==> config.mk <==
export PLATFORM = sky130hd
export DESIGN_NAME = mc_cpu_sequencer
export DESIGN_NICKNAME = d
export VERILOG_FILES = /design/src/rtl/mc_cpu_sequencer.sv
export SDC_FILE = /design/constraint.sdc
export NUM_CORES = 1
export LEC_CHECK = 0
export ABC_AREA = 1
export CAP_MARGIN = 20
export CORE_MARGIN = 10
export CORE_UTILIZATION = 44
export CTS_CLUSTER_SIZE = 40
export DETAILED_ROUTE_END_ITERATION = 10
export GPL_TIMING_DRIVEN = 0
export PLACE_DENSITY_LB_ADDON = 0.2
export RECOVER_POWER = 25
export SETUP_SLACK_MARGIN = 0.5
export SYNTH_ARGS = -nofsm -noshare
export SYNTH_HDL_FRONTEND = slang
export SYNTH_SLANG_ARGS = --single-unit
==> constraint.sdc <==
create_clock -name clk -period 1.68 [get_ports clk]
set_input_delay 0.336 -clock clk [delete_from_list [all_inputs] [get_ports clk]]
set_output_delay 0.336 -clock clk [all_outputs]
set_load 0.02 [all_outputs]
==> src/rtl/mc_cpu_sequencer.sv <==
// ---------------------------------------------------------------------------
// mc_cpu_sequencer
// Multi-cycle control FSM for the RV32I-subset core. A single memory/IO port
// is shared by instruction fetch and data access; the FSM sequences
// IF/ID/EX/MEM/WB, stalls on MIO_ready and raises a sticky bus error when a
// memory access waits too long.
//
// Parameters
//   TIMEOUT_W   width of the bus-wait counter; 2**TIMEOUT_W-1 consecutive
//               not-ready cycles on one access end in the ERR state
//
// Ports
//   clk, rst_n          clock, asynchronous active-low reset
//   OPcode/Fun3/Fun7    instruction fields IR[6:2], IR[14:12], IR[30]
//   Zero                ALU zero flag (branch resolution)
//   MIO_ready           memory/IO access completes this cycle
//   PCWrite, IRWrite    PC / IR load enables
//   IorD, MemRW,CPU_MIO memory address select, direction, request
//   RegWrite            register file write enable
//   ALUSrc_A/B, ImmSel  ALU operand and immediate selects
//   ALU_Control         ALU operation
//   MemtoReg, PCSource  write-back and PC source selects
//   state               current state (debug)
//   bus_err             sticky bus timeout flag
//   illegal             one-cycle pulse on an undecodable instruction
// ---------------------------------------------------------------------------
module mc_cpu_sequencer #(
  parameter int TIMEOUT_W = 4
) (
  input  logic       clk,
  input  logic       rst_n,
  input  logic [4:0] OPcode,
  input  logic [2:0] Fun3,
  input  logic       Fun7,
  input  logic       Zero,
  input  logic       MIO_ready,
  output logic       PCWrite,
  output logic       IRWrite,
  output logic       IorD,
  output logic       MemRW,
  output logic       CPU_MIO,
  output logic       RegWrite,
  output logic [1:0] ALUSrc_A,
  output logic [1:0] ALUSrc_B,
  output logic [1:0] ImmSel,
  output logic [2:0] ALU_Control,
  output logic [1:0] MemtoReg,
  output logic       PCSource,
  output logic [3:0] state,
  output logic       bus_err,
  output logic       illegal
);

  typedef enum logic [3:0] {
    S_IF      = 4'h0,
    S_ID      = 4'h1,
    S_EXE_R   = 4'h2,
    S_EXE_I   = 4'h3,
    S_MEM_ADR = 4'h4,
    S_MEM_RD  = 4'h5,
    S_MEM_WR  = 4'h6,
    S_WB_ALU  = 4'h7,
    S_WB_LD   = 4'h8,
    S_BRANCH  = 4'h9,
    S_JAL     = 4'hA,
    S_ERR     = 4'hF
  } state_t;

  localparam logic [4:0] OP_R   = 5'b01100;
  localparam logic [4:0] OP_I   = 5'b00100;
  localparam logic [4:0] OP_LD  = 5'b00000;
  localparam logic [4:0] OP_ST  = 5'b01000;
  localparam logic [4:0] OP_BR  = 5'b11000;
  localparam logic [4:0] OP_JAL = 5'b11011;

  localparam logic [2:0] ALU_AND = 3'b000;
  localparam logic [2:0] ALU_OR  = 3'b001;
  localparam logic [2:0] ALU_ADD = 3'b010;
  localparam logic [2:0] ALU_XOR = 3'b011;
  localparam logic [2:0] ALU_SRL = 3'b101;
  localparam logic [2:0] ALU_SUB = 3'b110;
  localparam logic [2:0] ALU_SLT = 3'b111;

  // The counter holds the number of not-ready cycles already seen on the
  // current access, so a not-ready cycle arriving at this count is the
  // (2**TIMEOUT_W-1)-th consecutive one and ends the access in ERR.
  localparam logic [TIMEOUT_W-1:0] WAIT_LAST = TIMEOUT_W'(2**TIMEOUT_W - 2);

  state_t               state_q, state_d;
  logic [TIMEOUT_W-1:0] wait_cnt_q, wait_cnt_d;
  logic                 bus_err_q;
  logic                 wait_expired;

  // Fun3 -> ALU operation; SUB is only reachable for R-type with Fun7 set.
  function automatic logic [2:0] alu_decode(input logic [2:0] f3,
                                            input logic       sub_sel);
    logic [2:0] op;
    case (f3)
      3'b000:  op = sub_sel ? ALU_SUB : ALU_ADD;
      3'b111:  op = ALU_AND;
      3'b110:  op = ALU_OR;
      3'b100:  op = ALU_XOR;
      3'b101:  op = ALU_SRL;
      3'b010:  op = ALU_SLT;
      default: op = ALU_ADD;
    endcase
    return op;
  endfunction

  assign wait_expired = !MIO_ready && (wait_cnt_q == WAIT_LAST);

  // ---- state register ----
  always_ff @(posedge clk or negedge rst_n) begin
    if (!rst_n) begin
      state_q    <= S_IF;
      wait_cnt_q <= '0;
      bus_err_q  <= 1'b0;
    end else begin
      state_q    <= state_d;
      wait_cnt_q <= wait_cnt_d;
      bus_err_q  <= bus_err_q | (state_d == S_ERR);
    end
  end

  // ---- next state and output decode ----
  always_comb begin
    state_d     = state_q;
    wait_cnt_d  = '0;
    PCWrite     = 1'b0;
    IRWrite     = 1'b0;
    IorD        = 1'b0;
    MemRW       = 1'b0;
    CPU_MIO     = 1'b0;
    RegWrite    = 1'b0;
    ALUSrc_A    = 2'b00;
    ALUSrc_B    = 2'b00;
    ImmSel      = 2'b00;
    ALU_Control = ALU_AND;
    MemtoReg    = 2'b00;
    PCSource    = 1'b0;
    illegal     = 1'b0;

    // Outputs are held at zero for as long as reset is asserted.
    if (rst_n) begin
      case (state_q)
        S_IF: begin
          CPU_MIO     = 1'b1;
          ALUSrc_B    = 2'b01;
          ALU_Control = ALU_ADD;
          if (MIO_ready) begin
            IRWrite = 1'b1;
            PCWrite = 1'b1;
            state_d = S_ID;
          end else if (wait_expired) begin
            state_d = S_ERR;
          end else begin
            wait_cnt_d = wait_cnt_q + 1'b1;
          end
        end

        S_ID: begin
          // Branch target is computed speculatively into ALUOut.
          ALUSrc_A    = 2'b10;
          ALUSrc_B    = 2'b10;
          ImmSel      = 2'b10;
          ALU_Control = ALU_ADD;
          case (OPcode)
            OP_R:         state_d = S_EXE_R;
            OP_I:         state_d = S_EXE_I;
            OP_LD, OP_ST: state_d = S_MEM_ADR;
            OP_BR:        state_d = S_BRANCH;
            OP_JAL:       state_d = S_JAL;
            default: begin
              illegal = 1'b1;
              state_d = S_IF;
            end
          endcase
        end

        S_EXE_R: begin
          ALUSrc_A    = 2'b01;
          ALU_Control = alu_decode(Fun3, Fun7);
          state_d     = S_WB_ALU;
        end

        S_EXE_I: begin
          ALUSrc_A    = 2'b01;
          ALUSrc_B    = 2'b10;
          ALU_Control = alu_decode(Fun3, 1'b0);
          state_d     = S_WB_ALU;
        end

        S_WB_ALU: begin
          RegWrite = 1'b1;
          state_d  = S_IF;
        end

        S_MEM_ADR: begin
          ALUSrc_A    = 2'b01;
          ALUSrc_B    = 2'b10;
          ALU_Control = ALU_ADD;
          if (OPcode == OP_ST) begin
            ImmSel  = 2'b01;
            state_d = S_MEM_WR;
          end else begin
            state_d = S_MEM_RD;
          end
        end

        S_MEM_RD: begin
          CPU_MIO = 1'b1;
          IorD    = 1'b1;
          if (MIO_ready)         state_d = S_WB_LD;
          else if (wait_expired) state_d = S_ERR;
          else                   wait_cnt_d = wait_cnt_q + 1'b1;
        end

        S_WB_LD: begin
          RegWrite = 1'b1;
          MemtoReg = 2'b01;
          state_d  = S_IF;
        end

        S_MEM_WR: begin
          CPU_MIO = 1'b1;
          IorD    = 1'b1;
          MemRW   = 1'b1;
          if (MIO_ready)         state_d = S_IF;
          else if (wait_expired) state_d = S_ERR;
          else                   wait_cnt_d = wait_cnt_q + 1'b1;
        end

        S_BRANCH: begin
          ALUSrc_A    = 2'b01;
          ALU_Control = ALU_SUB;
          state_d     = S_IF;
          case (Fun3)
            3'b000: begin
              PCWrite  = Zero;
              PCSource = Zero;
            end
            3'b001: begin
              PCWrite  = !Zero;
              PCSource = !Zero;
            end
            default: illegal = 1'b1;
          endcase
        end

        S_JAL: begin
          // PC already holds oldPC+4 from IF, which is the link value.
          ALUSrc_A    = 2'b10;
          ALUSrc_B    = 2'b10;
          ImmSel      = 2'b11;
          ALU_Control = ALU_ADD;
          PCWrite     = 1'b1;
          RegWrite    = 1'b1;
          MemtoReg    = 2'b10;
          state_d     = S_IF;
        end

        S_ERR: state_d = S_ERR;

        default: state_d = S_IF;
      endcase
    end
  end

  assign state   = rst_n ? state_q : 4'h0;
  assign bus_err = rst_n & bus_err_q;

endmodule
==> results.json, run 1 <==
{
  "synth_cell_types": 27,
  "root_buffer": "clkbuf_4",
  "io_buffers": 36,
  "syn-cell-area_um2": 1000,
  "ys_seq_area_share_pct": 22.5,
  "routabilityCongestion": 0.849,
  "avgSynthCellArea_um2": 5.62,
  "synthCells": 178,
  "dpl.hpwl_mm": 2.84,
  "lastStage": "clock tree synthesis",
  "clock-sinks": 9,
  "cts-resized-gates": 225,
  "ioPinCount": 37,
  "yosysWarningCount": 0,
  "cts_inserted_buffers": 3,
  "ys_ff_latch": 9,
  "status": "aborted with a tool error",
  "die_y_um": 67.7,
  "error": "[ERROR DPL-0038] Utilization greater than 100%, impossible to legalize",
  "synth_nets": 193,
  "cts_setup_buffers": 30,
  "clockBufferDepth": 2,
  "cts_max_level": 1,
  "placed_cell_area_um2": 1620,
  "row_count": 17,
  "ctsHoldBuffers": 1,
  "chipWidth_um": 67.7,
  "initial_core_util_pct": 45.6
}
==> stage by stage <==
stage	utilization, %	setup TNS, ns	worst slack (ns)	instances
after floorplan	-	0	0.176	178
after global placement	73.7	-27.65	-1.27	242
after detailed placement	73.7	-28.64	-1.33	242
==> synthesized netlist by cell type <==
master / number / share of area [%]
nand4_1: 1 / 0.63
inv_2: 5 / 1.9
o32ai_1: 1 / 0.88
o21ai_0: 6 / 3.0
xnor2_1: 1 / 0.88
clkinv_1: 2 / 0.75
o31ai_1: 1 / 0.75
xor2_1: 1 / 0.88
a41oi_1: 1 / 0.88
nand3_1: 16 / 8.0
a21boi_1: 1 / 0.75
nand2_1: 58 / 22
a31oi_1: 1 / 0.63
a21oi_1: 9 / 4.5
ha_1: 2 / 2.5
nand3_2: 1 / 1.0
nor2_2: 3 / 1.9
a211oi_1: 1 / 0.75
inv_1: 22 / 8.3
nor2_4: 2 / 2.3
dfrtp_1: 9 / 23
nor2_1: 25 / 9.4
nor3_1: 1 / 0.50
clkbuf_1: 2 / 0.75
nand2_2: 4 / 2.5
o22ai_1: 1 / 0.63
o221ai_1: 1 / 0.88
==> logic make-up after synthesis <==
kind of cell	Yosys count	share of synthesized area, %
AND/OR/NAND/NOR	111	47.9
buffers and inverters	31	11.6
AO/OA/AOI/OAI	23	13.6
flip-flops	9	22.5
XOR/XNOR	2	1.75
adder cells (fa/ha/maj)	2	2.50
==> inputs of run 2 (changes only) <==
CORE_AREA = 10 10 71 73   (was default)
CORE_MARGIN = default   (was 10)
CORE_UTILIZATION = default   (was 44)
CTS_CLUSTER_SIZE = default   (was 40)
DIE_AREA = 0 0 81 83   (was default)
PLACE_DENSITY_LB_ADDON = 0.15   (was 0.2)
SETUP_SLACK_MARGIN = default   (was 0.5)
==> run 2 against run 1 <==
Compared with the run above:
- the flow now finishes, with violations (setup timing)
- area after synthesis unchanged
- synthesized cell count is the same
==> results.json, run 2 <==
{
  "status": "complete, but fails checks",
  "violations": "setup timing",
  "antenna_found_initial": 0,
  "routabilityCongestion": 0.800,
  "dpl.hpwl_mm": 2.60,
  "synth_edf_count": 0,
  "clock-sinks": 9,
  "drt_wl_total_mm": 3.76,
  "ys_async_sr_fraction_pct": 100,
  "worstSkewPairLatency_ns": 0.23,
  "switching_share_pct": 49.9,
  "grt_pass1_vias": 1355,
  "post-route-cell-area_um2": 1830,
  "hold_class": "in2reg",
  "critPathTopFamily": "flip-flops",
  "drive_above_1_share_pct": 42.0,
  "cts_inserted_buffers": 3,
  "initial_core_util_pct": 27.5,
  "setup_viol_count_final": 19,
  "irDropWorstVdd_v": 0.000721,
  "die_y_um": 83,
  "pwr-share-clk_pct": 9.4,
  "power_mw": 2.63,
  "routed_via_density": 4.62,
  "p_per_area_nw_per_um2": 1440,
  "yosys.area.top_type": "dfrtp_1",
  "max_freq_mhz": 535,
  "path_cells": "buf_6, nor2_4, nand2_2, a41oi_2, buf_6",
  "final_common_cell": "nand2_1",
  "final_cell_mix": "nand2_1 (51), buf_4 (30), inv_1 (16)",
  "cp_max_fo": 6,
  "dr.pass1.iters": 4,
  "place_inst": 262,
  "hold_violations": 0,
  "period_minus_slack_ns": 1.87,
  "synth_nets": 193,
  "top_regs": "state_q: 4 flops, wait_cnt_q: 4 flops, bus_err_q: 1 flops",
  "arrival_ns": 1.53,
  "crit_buf_inv": 2,
  "syn_to_final_growth_pct": 83.5,
  "grtUsageTotal_pct": 10.7,
  "p_sw_mw": 1.31,
  "ys_ff_latch": 9,
  "antenna_cells": 0,
  "setup.worst_path.class": "reg2out",
  "netlist.area_leader.share_pct": 22.5,
  "seqPwrFrac_pct": 15.1,
  "holdWs_ns": 0.422,
  "drc_errors": 0,
  "ys_seq_area_share_pct": 22.5,
  "cp_slowest_cell": "dfrtp_2",
  "fin_ws_ns": -0.188,
  "synth_commonest_cells": "nand2_1 (58), nor2_1 (25), inv_1 (22), nand3_1 (16)",
  "skew_ns": 0.000800,
  "cts_tree": "built",
  "wire_per_inst_um": 12.9,
  "io_buffers": 36,
  "avgSynthCellArea_um2": 5.62,
  "cp.required_ns": 1.34,
  "ant_nets": 0,
  "ioPinCount": 37,
  "vias": 1345,
  "synthFlopType": "dfrtp_1",
  "synthCells": 178,
  "setup_tns_ns": -1.75,
  "ys_top_cells_by_area": "dfrtp_1 (23%), nand2_1 (22%), nor2_1 (9.4%), inv_1 (8.3%), nand3_1 (8.0%)",
  "finalNonFillerCells": 291,
  "synth_cell_types": 27,
  "crit_path_end_kind": "output port",
  "grt_max_degree": 11,
  "path_clk_slew_ns": 0.04,
  "nets": 259,
  "start_kind": "flop",
  "yosysMostFrequentCell": "nand2_1",
  "power.internal_mw": 1.32,
  "clockBufferDepth": 2,
  "drv_slew": 0,
  "rsz0062_at_grt": "true",
  "chipWidth_um": 81,
  "max-cap-violations": 0,
  "placed_cell_area_um2": 1440,
  "overflow": 0,
  "die_area_um2": 6720,
  "combPwrFrac_pct": 75.5,
  "period_share_pct": 111,
  "total_leakage_power_nw": 0.975,
  "grt_pass1_wl_mm": 6.05,
  "worst_slew_pin_slew_ns": 0.422,
  "crit_top_cell": "buf_6",
  "drt_iter0_markers": 72,
  "slowest_delay_ns": 0.48,
  "maxSlewHeadroom_pct": 71.8,
  "root_buffer": "clkbuf_8",
  "core_um2": 3630,
  "cts_max_level": 1,
  "syn-cell-area_um2": 1000,
  "yosysWarningCount": 0,
  "row_count": 22
}
## run 2: cell counts after synthesis
Identical to the previous run, type by type.
## run 2: power by group through the flow
stage	Clock, mW	Sequential (mW)	Combinational [mW]
2_1_floorplan	0	0.351	0.868
3_3_place_gp	0	0.372	1.34
3_5_place_dp	0	0.370	1.34
4_1_cts	0.259	0.387	1.76
5_1_grt	0.269	0.409	2.15
6_report	0.247	0.398	1.99
## run 2: logic make-up after synthesis
logic type	after synthesis	synth area share (%)
AO/OA/AOI/OAI	23	13.6
adder cells (fa/ha/maj)	2	2.50
buffers and inverters	31	11.6
flip-flops	9	22.5
XOR/XNOR	2	1.75
AND/OR/NAND/NOR	111	47.9
## run 2: area by class of cell
cell class                      count  area, µm²
Fill cell                         399       1800
Tap cell                           48       60.1
Timing Repair Buffer               61        531
Sequential cell                     9        230
Inverter                           29        121
Buffer                              2       18.8
Multi-Input combinational cell    138        828
Clock buffer                        4       45.0
## run 2: worst paths after layout
path	from	slack, ns	depth (start not counted)	to
worst min register to register	bus_err_q	0.47	2	bus_err_q
worst max-delay path	state_q[0]	-0.19	5	ALU_Control[1]
worst max register to register	state_q[0]	-0.08	13	bus_err_q
max in group asynchronous	rst_n	0.71	2	state_q[2]
worst min-delay path	rst_n	0.42	3	state_q[0]
min in group asynchronous	rst_n	0.65	2	bus_err_q
## run 2: worst reg2reg max path, stage by stage, from the launching register on
cell	delay (ns)
dfrtp_2	0.48
buf_6	0.15
nor2_4	0.15
nand2_2	0.14
buf_4	0.18
nand2_1	0.10
nand3_1	0.08
nand3_1	0.09
nand2_1	0.07
nand2_2	0.07
nand2_1	0.05
inv_1	0.05
nand2_1	0.04
nand2_1	0.06
## run 2: through the flow
step,setup slack (ns),util [%]
after floorplan,0.00554,-
after global placement,-1.58,39.7
after detailed placement,-1.59,39.7
after CTS,-0.159,47.0
after global routing,-0.271,50.5
final,-0.188,50.5
## run 2: routing by layer
metal	share of wire [%]	global-route usage, %	vias to the layer above
li1	-	-	698
met1	42	12.7	602
met2	50	18.0	37
met3	6.7	2.69	8
met4	1.3	3.13	0
met5	0	0	-
## run 2: timing repair
action | in CTS | in global routing
buffers inserted | 18 | 7
hold buffers | 1 | 0
gates resized for setup | 169 | 23
pin swaps | 17 | 8
setup endpoints to repair | 32 | 21
hold endpoints to repair | 9 | 0
Power figures use the tool's default switching activity.
==> inputs of run 3 (changes only) <==
SETUP_SLACK_MARGIN = 0.05   (was default)
==> run 3 against run 2 <==
Compared with the run above:
- the run still ends with setup timing left
- global-route usage is 0.51 points lower
- largest cell class unchanged
- hold slack improved by 0.016 ns
- largest power group unchanged
- non-clock buffer count decreased by 1
==> results.json, run 3 (synthesis gave the netlist of run 2 again) <==
{
  "status": "complete, but fails checks",
  "violations": "setup timing",
  "final_common_cell": "nand2_1",
  "max-cap-violations": 0,
  "chipWidth_um": 81,
  "wire_per_inst_um": 12.6,
  "clock-sinks": 9,
  "dr.pass1.iters": 4,
  "setup_tns_ns": -1.77,
  "irDropWorstVdd_v": 0.000782,
  "combPwrFrac_pct": 76.4,
  "start_kind": "flop",
  "routabilityCongestion": 0.795,
  "period_share_pct": 111,
  "drt_iter0_markers": 37,
  "ioPinCount": 37,
  "slowest_delay_ns": 0.45,
  "holdWs_ns": 0.438,
  "final_cell_mix": "nand2_1 (50), buf_4 (27), inv_1 (16)",
  "hold_violations": 0,
  "dpl.hpwl_mm": 2.66,
  "cts_inserted_buffers": 3,
  "crit_top_cell": "nor2_4",
  "overflow": 0,
  "hold_class": "in2reg",
  "io_buffers": 36,
  "die_y_um": 83,
  "root_buffer": "clkbuf_8",
  "cp_slowest_cell": "dfrtp_2",
  "initial_core_util_pct": 27.5,
  "timing.rr.start": "state_q[0]",
  "path_clk_slew_ns": 0.04,
  "rsz0062_at_grt": "true",
  "setup_viol_count_final": 19,
  "grtUsageTotal_pct": 10.2,
  "switching_share_pct": 49.1,
  "seqPwrFrac_pct": 14.5,
  "fin_ws_ns": -0.182,
  "drv_slew": 0,
  "crit_path_end_kind": "output port",
  "grt_pass1_wl_mm": 5.88,
  "arrival_ns": 1.53,
  "power_mw": 2.68,
  "antenna_found_initial": 0,
  "cts_max_level": 1,
  "p_per_area_nw_per_um2": 1450,
  "row_count": 22,
  "cp.required_ns": 1.34,
  "grt_pass1_vias": 1311,
  "holdCritStartpoint": "rst_n",
  "clockBufferDepth": 2,
  "worstSkewPairLatency_ns": 0.23,
  "routed_via_density": 4.55,
  "maxSlewHeadroom_pct": 72.5,
  "path_cells": "inv_4, nor2_4, buf_4, nand2_4, nand2_2, nor2_4, a41oi_2, buf_6",
  "nets": 258,
  "core_um2": 3630,
  "worst_slew_pin_slew_ns": 0.410,
  "power.internal_mw": 1.37,
  "top_regs": "state_q: 4 flops, wait_cnt_q: 4 flops, bus_err_q: 1 flops",
  "reg2regPathDepth": 12,
  "ant_nets": 0,
  "total_leakage_power_nw": 0.964,
  "setup.worst_path.class": "reg2out",
  "cp_max_fo": 6,
  "grt_max_degree": 11,
  "num-fill-cells": 386,
  "max_freq_mhz": 537,
  "min_delay_path_depth": 3,
  "cp-startpoint": "state_q[0]",
  "vias": 1319,
  "final_core_util_pct": 51.0,
  "syn_to_final_growth_pct": 85.4,
  "drc_errors": 0,
  "skew_ns": 0.00192,
  "drive_above_1_share_pct": 46.7,
  "pwr-share-clk_pct": 9.1,
  "cts_tree": "built",
  "drt_wl_total_mm": 3.64,
  "antenna_cells": 0,
  "die_area_um2": 6720,
  "period_minus_slack_ns": 1.86,
  "p_sw_mw": 1.32
}
## run 3: power groups by stage
stage	Combinational [mW]	Sequential, mW	Clock (mW)
floorplan	0.871	0.351	0
global placement	1.35	0.371	0
detailed placement	1.35	0.370	0
CTS	1.61	0.382	0.251
global route	2.23	0.396	0.266
finish	2.05	0.388	0.244
## run 3: layout make-up
cell class              count  area [µm²]  area share, %
clock buffers               4        45.0           2.43
plain buffers               2        12.5          0.675
flip-flops and latches      9         230           12.4
multi-input cells         138         850           45.8
inverters                  29         121           6.55
well taps                  48        60.1           3.24
repair buffers             60         534           28.8
## run 3: repair_timing
action	4_1_cts	5_1_grt
resized for setup	154	42
hold endpoints to repair	9	0
hold buffers	1	0
setup buffers	8	15
gates cloned	0	0
pin swaps	12	15
setup endpoints to repair	32	23
## run 3: through the flow
| stage | worst slack (ns) | std cells | cell area [µm²] |
|---|---|---|---|
| finish | -0.182 | 290 | 1850 |
| global route | -0.238 | 290 | 1850 |
| CTS | -0.184 | 275 | 1630 |
| detailed placement | -1.58 | 262 | 1450 |
| global placement | -1.57 | 262 | 1450 |
| floorplan | 0.0301 | 178 | 1030 |
## run 3: final timing paths
path / slack [ns] / endpoint
worst max-delay path: -0.18 / ALU_Control[1]
worst min-delay path: 0.44 / state_q[1]
worst max register to register: -0.05 / state_q[2]
worst min register to register: 0.47 / bus_err_q
max in group asynchronous: 0.71 / state_q[2]
min in group asynchronous: 0.65 / wait_cnt_q[0]
## run 3: worst max-delay path, delay by kind of cell (launching register included)
kind,cells,cell delay [ns]
compound gates,1,0.18
buf+inv,3,0.35
flops,1,0.45
simple gates,4,0.31
## run 3: routing by layer
metal	global-route usage, %	up-vias	wire length [µm]
li1	-	694	-
met3	2.16	3	206
met2	17.4	29	1820
met1	12.3	593	1600
met5	0	-	0
met4	2.50	0	21
